===== src/rtl/vehicle_supervisor_if.sv =====
// vehicle_supervisor_if: operator/sensor inputs and registered supervisor outputs.
// trip_count exists only when VEHICLE_SUP_TRIP_CNT_EN is defined.
interface vehicle_supervisor_if;
    logic       start;
    logic       arrived;
    logic       gas_tank_empty;
    logic       refuel_done;
    logic       cpu_overheated;
    logic       keep_driving;
    logic       shut_off_computer;
    logic       refuel_req;
    logic       trip_done;
    logic [1:0] state;
`ifdef VEHICLE_SUP_TRIP_CNT_EN
    logic [7:0] trip_count;
    modport master (output start, arrived, gas_tank_empty, refuel_done, cpu_overheated,
                    input keep_driving, shut_off_computer, refuel_req, trip_done, state, trip_count);
    modport slave  (input start, arrived, gas_tank_empty, refuel_done, cpu_overheated,
                    output keep_driving, shut_off_computer, refuel_req, trip_done, state, trip_count);
`else
    modport master (output start, arrived, gas_tank_empty, refuel_done, cpu_overheated,
                    input keep_driving, shut_off_computer, refuel_req, trip_done, state);
    modport slave  (input start, arrived, gas_tank_empty, refuel_done, cpu_overheated,
                    output keep_driving, shut_off_computer, refuel_req, trip_done, state);
`endif
endinterface


===== src/rtl/vehicle_supervisor.sv =====
// vehicle_supervisor: trip FSM with thermal cooldown shutdown.
// Optional saturating trip counter enabled by VEHICLE_SUP_TRIP_CNT_EN.
module vehicle_supervisor #(
    parameter int COOLDOWN_CYCLES = 16
) (
    input logic            clk,
    input logic            areset,
    vehicle_supervisor_if.slave bus
);
    typedef enum logic [1:0] {IDLE, DRIVE, REFUEL, DONE} state_t;
    state_t     cur, nxt;
    logic [7:0] cnt, cnt_nxt;
    logic       shut_nxt;
    assign bus.state = cur;
    // cooldown is nonzero whenever the alarm is sampled, so it alone drives shutdown
    always_comb begin
        cnt_nxt  = bus.cpu_overheated ? 8'(COOLDOWN_CYCLES) : (cnt != 8'd0 ? cnt - 8'd1 : 8'd0);
        shut_nxt = cnt_nxt != 8'd0;
        nxt      = cur;
        unique case (cur)
            IDLE:   nxt = (bus.start && !bus.shut_off_computer) ? DRIVE : IDLE;
            DRIVE:  nxt = bus.arrived ? DONE : bus.gas_tank_empty ? REFUEL : DRIVE;
            REFUEL: nxt = bus.arrived ? DONE : (bus.refuel_done && !bus.gas_tank_empty) ? DRIVE : REFUEL;
            DONE:   nxt = bus.start ? DONE : IDLE;
        endcase
    end
    always_ff @(posedge clk or posedge areset) begin
        if (areset) begin
            cur                   <= IDLE;
            cnt                   <= 8'd0;
            bus.keep_driving      <= 1'b0;
            bus.shut_off_computer <= 1'b0;
            bus.refuel_req        <= 1'b0;
            bus.trip_done         <= 1'b0;
        end else begin
            cur                   <= nxt;
            cnt                   <= cnt_nxt;
            bus.keep_driving      <= nxt == DRIVE && !shut_nxt;
            bus.shut_off_computer <= shut_nxt;
            bus.refuel_req        <= nxt == REFUEL;
            bus.trip_done         <= nxt == DONE;
        end
    end
`ifdef VEHICLE_SUP_TRIP_CNT_EN
    always_ff @(posedge clk or posedge areset) begin
        if (areset)
            bus.trip_count <= 8'd0;
        else if (nxt == DONE && cur != DONE && bus.trip_count != 8'hff)
            bus.trip_count <= bus.trip_count + 8'd1;
    end
`endif
endmodule


===== src/flat_wrapper.sv =====
// flat-port wrapper written by rule: the top's interface ports become plain ports
module vehicle_supervisor_flat 
#(
    parameter int COOLDOWN_CYCLES = 16
)
  (clk, areset, bus_start, bus_arrived, bus_gas_tank_empty, bus_refuel_done, bus_cpu_overheated, bus_keep_driving, bus_shut_off_computer, bus_refuel_req, bus_trip_done, bus_state);
  vehicle_supervisor_if bus_i ();
  input logic clk;
  input logic areset;
  input wire logic [$bits(bus_i.start)-1:0] bus_start;
  input wire logic [$bits(bus_i.arrived)-1:0] bus_arrived;
  input wire logic [$bits(bus_i.gas_tank_empty)-1:0] bus_gas_tank_empty;
  input wire logic [$bits(bus_i.refuel_done)-1:0] bus_refuel_done;
  input wire logic [$bits(bus_i.cpu_overheated)-1:0] bus_cpu_overheated;
  output wire logic [$bits(bus_i.keep_driving)-1:0] bus_keep_driving;
  output wire logic [$bits(bus_i.shut_off_computer)-1:0] bus_shut_off_computer;
  output wire logic [$bits(bus_i.refuel_req)-1:0] bus_refuel_req;
  output wire logic [$bits(bus_i.trip_done)-1:0] bus_trip_done;
  output wire logic [$bits(bus_i.state)-1:0] bus_state;
  assign bus_i.start = bus_start;
  assign bus_i.arrived = bus_arrived;
  assign bus_i.gas_tank_empty = bus_gas_tank_empty;
  assign bus_i.refuel_done = bus_refuel_done;
  assign bus_i.cpu_overheated = bus_cpu_overheated;
  assign bus_keep_driving = bus_i.keep_driving;
  assign bus_shut_off_computer = bus_i.shut_off_computer;
  assign bus_refuel_req = bus_i.refuel_req;
  assign bus_trip_done = bus_i.trip_done;
  assign bus_state = bus_i.state;
  vehicle_supervisor #(.COOLDOWN_CYCLES(COOLDOWN_CYCLES)) u_core (.clk(clk), .areset(areset), .bus(bus_i));
endmodule

===== config.mk =====
export PLATFORM = sky130hd
export DESIGN_NAME = vehicle_supervisor_flat
export DESIGN_NICKNAME = d
export VERILOG_FILES = /design/src/rtl/vehicle_supervisor_if.sv /design/src/rtl/vehicle_supervisor.sv /design/src/flat_wrapper.sv
export SDC_FILE = /design/constraint.sdc
export NUM_CORES = 1
export LEC_CHECK = 0
export CORE_UTILIZATION = 53
export CTS_CLUSTER_DIAMETER = 40
export DETAILED_ROUTE_END_ITERATION = 8
export GPL_TIMING_DRIVEN = 0
export PLACE_DENSITY = 0.8
export SLEW_MARGIN = 5
export SYNTH_ARGS = -nofsm -noshare
export SYNTH_HDL_FRONTEND = slang
export SYNTH_SLANG_ARGS = --single-unit

===== constraint.sdc =====
create_clock -name clk -period 2.4 [get_ports clk]
set_input_delay 0.48 -clock clk [delete_from_list [all_inputs] [get_ports clk]]
set_output_delay 0.48 -clock clk [all_outputs]
set_load 0.05 [all_outputs]

==> results.yml, run 1 <==
run_status:
  status: "complete, no violations"
critical_path:
  criticalPathCategory: "flop to output port"
  cp.buffers_inverters: 1
  crit_family: "buffers and inverters"
  worstPathRequired_ns: 1.92
  crit_arrival_ns: 1.66
  crit_slowest_cell: "clkdlybuf4s50_1"
  endpoint_kind: "output port"
  crit_chain: "clkdlybuf4s50_1"
  worst_path_largest_cell_delay_ns: 0.88
  cp-start-kind: "flop"
  crit_path_max_fanout: 8
pwr:
  ir_worst_vdd_uv: 598.5
  power.density_nw_per_um2: 1253
  leakagePower_nw: 0.4010
sta:
  fin_crit_sh: 0.8902
  rsz0062_at_grt: "false"
  worstMarginPinSlew_ns: 0.5325
  worst_hold_slack_ns: 0.5258
  min_period_ns: 2.137
  skew_ns: 0.001191
  setup-violations-final: 0
  hold_violations: 0
  clock.fmax_mhz: 468.0
  slew_viol_final: 0
  tns_ns: 0
  max_slew_margin: 0.6446
final_layout:
  n_fill_cell: 106
  nets: 99
  syn2layout_area_growth_pct: 23.41
  fin_util: 0.7096
  drive_gt1_frac: 0.1461
  regArea_um2: 350.3
  num_antenna_cells: 0
  multi_input_area_um2: 375.4
die:
  start_util: 0.5750
  num_rows: 13
  die_h_um: 39.58
  io_pins: 13
  die_w_um: 39.58
  dieArea_um2: 1566
  core_region_area_um2: 1301
global_route:
  antenna_found_initial: 0
  gr-total-overflow: 0
  grt_pass1_wl_um: 2173
  grt_pass1_vias: 491
  grtUsageTotal: 0.2137
  grt_max_degree: 15
logic_synthesis:
  synth_cell_type_count: 31
  yosysSeqAreaShare: 0.4682
  synth_warnings: 0
  synthTopCellsByCount: "dfrtp_1, nor2_1, inv_1"
  syn_inst: 73
  async_flop_share: 1.000
  syn_area_um2: 748.2
  synthDominantCellAreaShare: 0.4682
  ys_ff_latch: 14
  synth_area_per_cell_um2: 10.25
  synth.most_common_cell: "dfrtp_1"
  syn_nets: 82
  synth-edff-count: 0
  yosysTopAreaCell: "dfrtp_1"
  synthTopCellsByArea: "dfrtp_1, nor2_1, nor3_4"
  synth_flop_cell: "dfrtp_1"
clock_tree:
  clock_insertion_delay_worst_skew_ns: 0.28
  cts_sinks: 14
  cts_setup_buffers: 0
  cts-buffers-inserted: 3
  postCtsHoldBufs: 0
  clockBufferDepth: 2
  clk_pin_slew_ns: 0.09
  root_buffer: "clkbuf_4"
  cts-resized-gates: 0
  htreeDepth: 1
  cts_tree: "built"
route:
  wl_met1_um: 749
  wl_per_cell_um: 14.19
  ant_nets: 0
  wl_met3_um: 45
  dr.max_layer_used: "met4"
  drc: 0
  drt_iter0_drc: 15
  via_count: 598
  via_per_inst: 5.750
  drt-total-wl_um: 1476
  dr_wl_met2_um: 667
  dr.pass1.iters: 4
place:
  io_buffers: 12
  dpl.hpwl_um: 1093
  place_congestion: 0.7968
flow_run:
  cap_violations: 0
hold_path:
  min_path_type: "input port to async pin"
==> final cells by class <==
class / count / share of cell area
sequential: 14 / 0.3794
inverter: 6 / 0.02439
tap: 15 / 0.02033
clock buffer: 4 / 0.03930
multi-input combinational: 53 / 0.4065
timing repair buffer: 12 / 0.1301
==> sequential cells by signal (all words and copies together), names as in the netlist <==
signal,cells
u_core.bus.keep_driving,1
u_core.cnt,8
u_core.bus.state,2
u_core.bus.shut_off_computer,1
u_core.bus.refuel_req,1
u_core.bus.trip_done,1
==> stage by stage <==
step	power (mW)	instances	cell area, um^2	setup WS (ns)
after floorplan	0.8233	73	748.2	0.8090
after global placement	0.9633	100	887.1	0.4765
after detailed placement	0.9829	100	887.1	0.4612
after CTS	1.153	104	923.4	0.2712
after global routing	1.226	104	923.4	0.2305
final	1.157	104	923.4	0.2635
==> report_power, final <==
group / leakage, nW / total, mW / switching, mW / internal, mW
combinational: 0.207 / 0.567 / 0.344 / 0.223
sequential: 0.173 / 0.417 / 0.105 / 0.312
clock: 0.0210 / 0.172 / 0.0801 / 0.0924
total: 0.401 / 1.16 / 0.529 / 0.628
==> cell usage in the layout, fill, tap and decap left out, types with 2 or more instances in the layout <==
| cell type | count |
|---|---|
| clkbuf_4 | 3 |
| clkdlybuf4s50_1 | 12 |
| dfrtp_1 | 14 |
| ha_1 | 2 |
| inv_1 | 6 |
| nand2_1 | 4 |
| nand3_1 | 2 |
| nand3b_1 | 2 |
| nor2_1 | 13 |
| nor3_4 | 2 |
| o21ai_0 | 3 |
| xnor2_1 | 2 |
| xor2_1 | 3 |
==> cell families (layout without fill, tap and decap cells) <==
logic type	after synthesis	after routing	share of synthesized area
and+or+nand+nor	33	33	0.2642
DFF	14	14	0.4682
adders and majority gates	2	2	0.03344
xor gates and xnor gates	5	5	0.05854
buffers and inverters	6	22	0.03010
AOI/OAI and AO/OA	12	12	0.1321
muxes	1	1	0.01338
==> path summary, 6_finish.rpt <==
path / start / to / slack (ns) / cells after the start
max: u_core.bus.state[0]$_DFF_PP0_ / bus_state[0] / 0.26 / 1
min: areset / u_core.bus.state[1]$_DFF_PP0_ / 0.53 / 2
max reg2reg: u_core.cnt[4]$_DFF_PP0_ / u_core.cnt[3]$_DFF_PP0_ / 0.83 / 4
min reg2reg: u_core.cnt[0]$_DFF_PP0_ / u_core.cnt[0]$_DFF_PP0_ / 0.55 / 1
max in group asynchronous: areset / u_core.cnt[0]$_DFF_PP0_ / 1.52 / 2
min in group clk: u_core.cnt[0]$_DFF_PP0_ / u_core.cnt[0]$_DFF_PP0_ / 0.55 / 1
==> per-layer routing <==
layer | vias to the layer above | track usage
li1 | 291 | -
met1 | 295 | 0.3105
met2 | 10 | 0.3033
met3 | 2 | 0.05114
met4 | 0 | 0.07759
met5 | - | 0
(Power assumes the default switching activity.)
==> run 2: changes to the inputs <==
MAX_ROUTING_LAYER = met4   (was unset)
==> results.yml, run 2 (synthesized netlist as in run 1, its figures left out) <==
run_status:
  status: "complete, no violations"
route:
  ant_nets: 0
  dr.pass1.iters: 4
  drt-total-wl_um: 1474
  drc: 0
  via_count: 604
  drt_iter0_drc: 16
  wl_per_cell_um: 14.17
  via_per_inst: 5.808
die:
  num_rows: 13
  start_util: 0.5750
  dieArea_um2: 1566
  core_region_area_um2: 1301
  die_w_um: 39.58
  io_pins: 13
  die_h_um: 39.58
global_route:
  gr-total-overflow: 0
  grt_pass1_vias: 493
  grt_pass1_wl_um: 2166
  antenna_found_initial: 0
  grtUsageTotal: 0.2189
  grt_max_degree: 15
place:
  dp_slack_ns: 0.4612
  dpl.hpwl_um: 1093
  dp.cells: 100
  place_congestion: 0.8081
  io_buffers: 12
critical_path:
  cp.depth: 1
  crit_path_max_fanout: 8
  crit_arrival_ns: 1.64
  worstPathRequired_ns: 1.92
  worst_path_largest_cell_delay_ns: 0.87
  criticalPathCategory: "flop to output port"
  cp.buffers_inverters: 1
  crit_chain: "clkdlybuf4s50_1"
  crit_family: "buffers and inverters"
  reg2reg_depth: 4
  cp-start-kind: "flop"
  endpoint_kind: "output port"
  crit_slowest_cell: "clkdlybuf4s50_1"
final_layout:
  drive_gt1_frac: 0.1461
  regMostFlops: "u_core.cnt"
  nets: 99
  fin_util: 0.7096
  largest_reg_flops: 8
  layout_common_cells: "dfrtp_1, nor2_1, clkdlybuf4s50_1, inv_1, nand2_1"
  finalNonFillerCells: 104
  n_fill_cell: 106
  num_antenna_cells: 0
  syn2layout_area_growth_pct: 23.41
  final_common_cell: "dfrtp_1"
clock_tree:
  postCtsHoldBufs: 0
  cts-buffers-inserted: 3
  cts-resized-gates: 0
  cts_sinks: 14
  root_buffer: "clkbuf_4"
  clockBufferDepth: 2
  clk_pin_slew_ns: 0.08
  clock_insertion_delay_worst_skew_ns: 0.28
  cts_setup_buffers: 0
  cts_tree: "built"
  htreeDepth: 1
sta:
  min_period_ns: 2.121
  max_slew_margin: 0.6435
  worstMarginPinSlew_ns: 0.5342
  hold_violations: 0
  setup-violations-final: 0
  skew_ns: 0.001506
  fin_ws_ns: 0.2793
  clock.fmax_mhz: 471.5
  rsz0062_at_grt: "false"
  tns_ns: 0
  worst_hold_slack_ns: 0.5289
  slew_viol_final: 0
  fin_crit_sh: 0.8836
hold_path:
  min_path_type: "input port to async pin"
pwr:
  leakagePower_nw: 0.4010
  ir_worst_vdd_uv: 598.1
  power.density_nw_per_um2: 1250
flow_run:
  cap_violations: 0
run 2: cell counts in the layout (fill, tap and decap cells not counted):
Identical to the previous run, type by type.
run 2: final timing paths:
| path | startpoint | to | slack [ns] |
|---|---|---|---|
| setup / recovery | u_core.bus.state[0]$_DFF_PP0_ | bus_state[0] | 0.28 |
| hold / removal | areset | u_core.bus.refuel_req$_DFF_PP0_ | 0.53 |
| setup reg to reg | u_core.cnt[4]$_DFF_PP0_ | u_core.cnt[3]$_DFF_PP0_ | 0.83 |
| hold reg to reg | u_core.cnt[0]$_DFF_PP0_ | u_core.cnt[0]$_DFF_PP0_ | 0.55 |
| max in group asynchronous | areset | u_core.bus.shut_off_computer$_DFF_PP0_ | 1.52 |
| min in group clk | u_core.cnt[0]$_DFF_PP0_ | u_core.cnt[0]$_DFF_PP0_ | 0.55 |
run 2: routing by layer:
metal | part of all wire | routed length (um) | track usage | vias to the layer above
met1 | 0.50 | 733 | 0.3105 | 293
met4 | 0.012 | 17 | 0.07759 | 0
met5 | 0 | 0 | - | -
met2 | 0.44 | 654 | 0.3033 | 19
met3 | 0.047 | 69 | 0.05114 | 2
li1 | - | - | - | 290
run 2: stage by stage:
step | cell area, um^2 | power [mW]
after CTS | 923.4 | 1.153
after floorplan | 748.2 | 0.8233
after global routing | 923.4 | 1.226
final | 923.4 | 1.155
after detailed placement | 887.1 | 0.9829
after global placement | 887.1 | 0.9633
run 2: area by class of cell:
class                           instances  area (um^2)  share of cell area
Timing Repair Buffer                   12        120.1              0.1301
Multi-Input combinational cell         53        375.4              0.4065
Tap cell                               15        18.77             0.02033
Inverter                                6        22.52             0.02439
Clock buffer                            4        36.28             0.03930
Sequential cell                        14        350.3              0.3794
run 2: power by group:
group	internal, mW	leakage (nW)	switching (mW)
Combinational	0.224	0.207	0.343
Clock	0.0923	0.0210	0.0789
Sequential	0.312	0.173	0.105
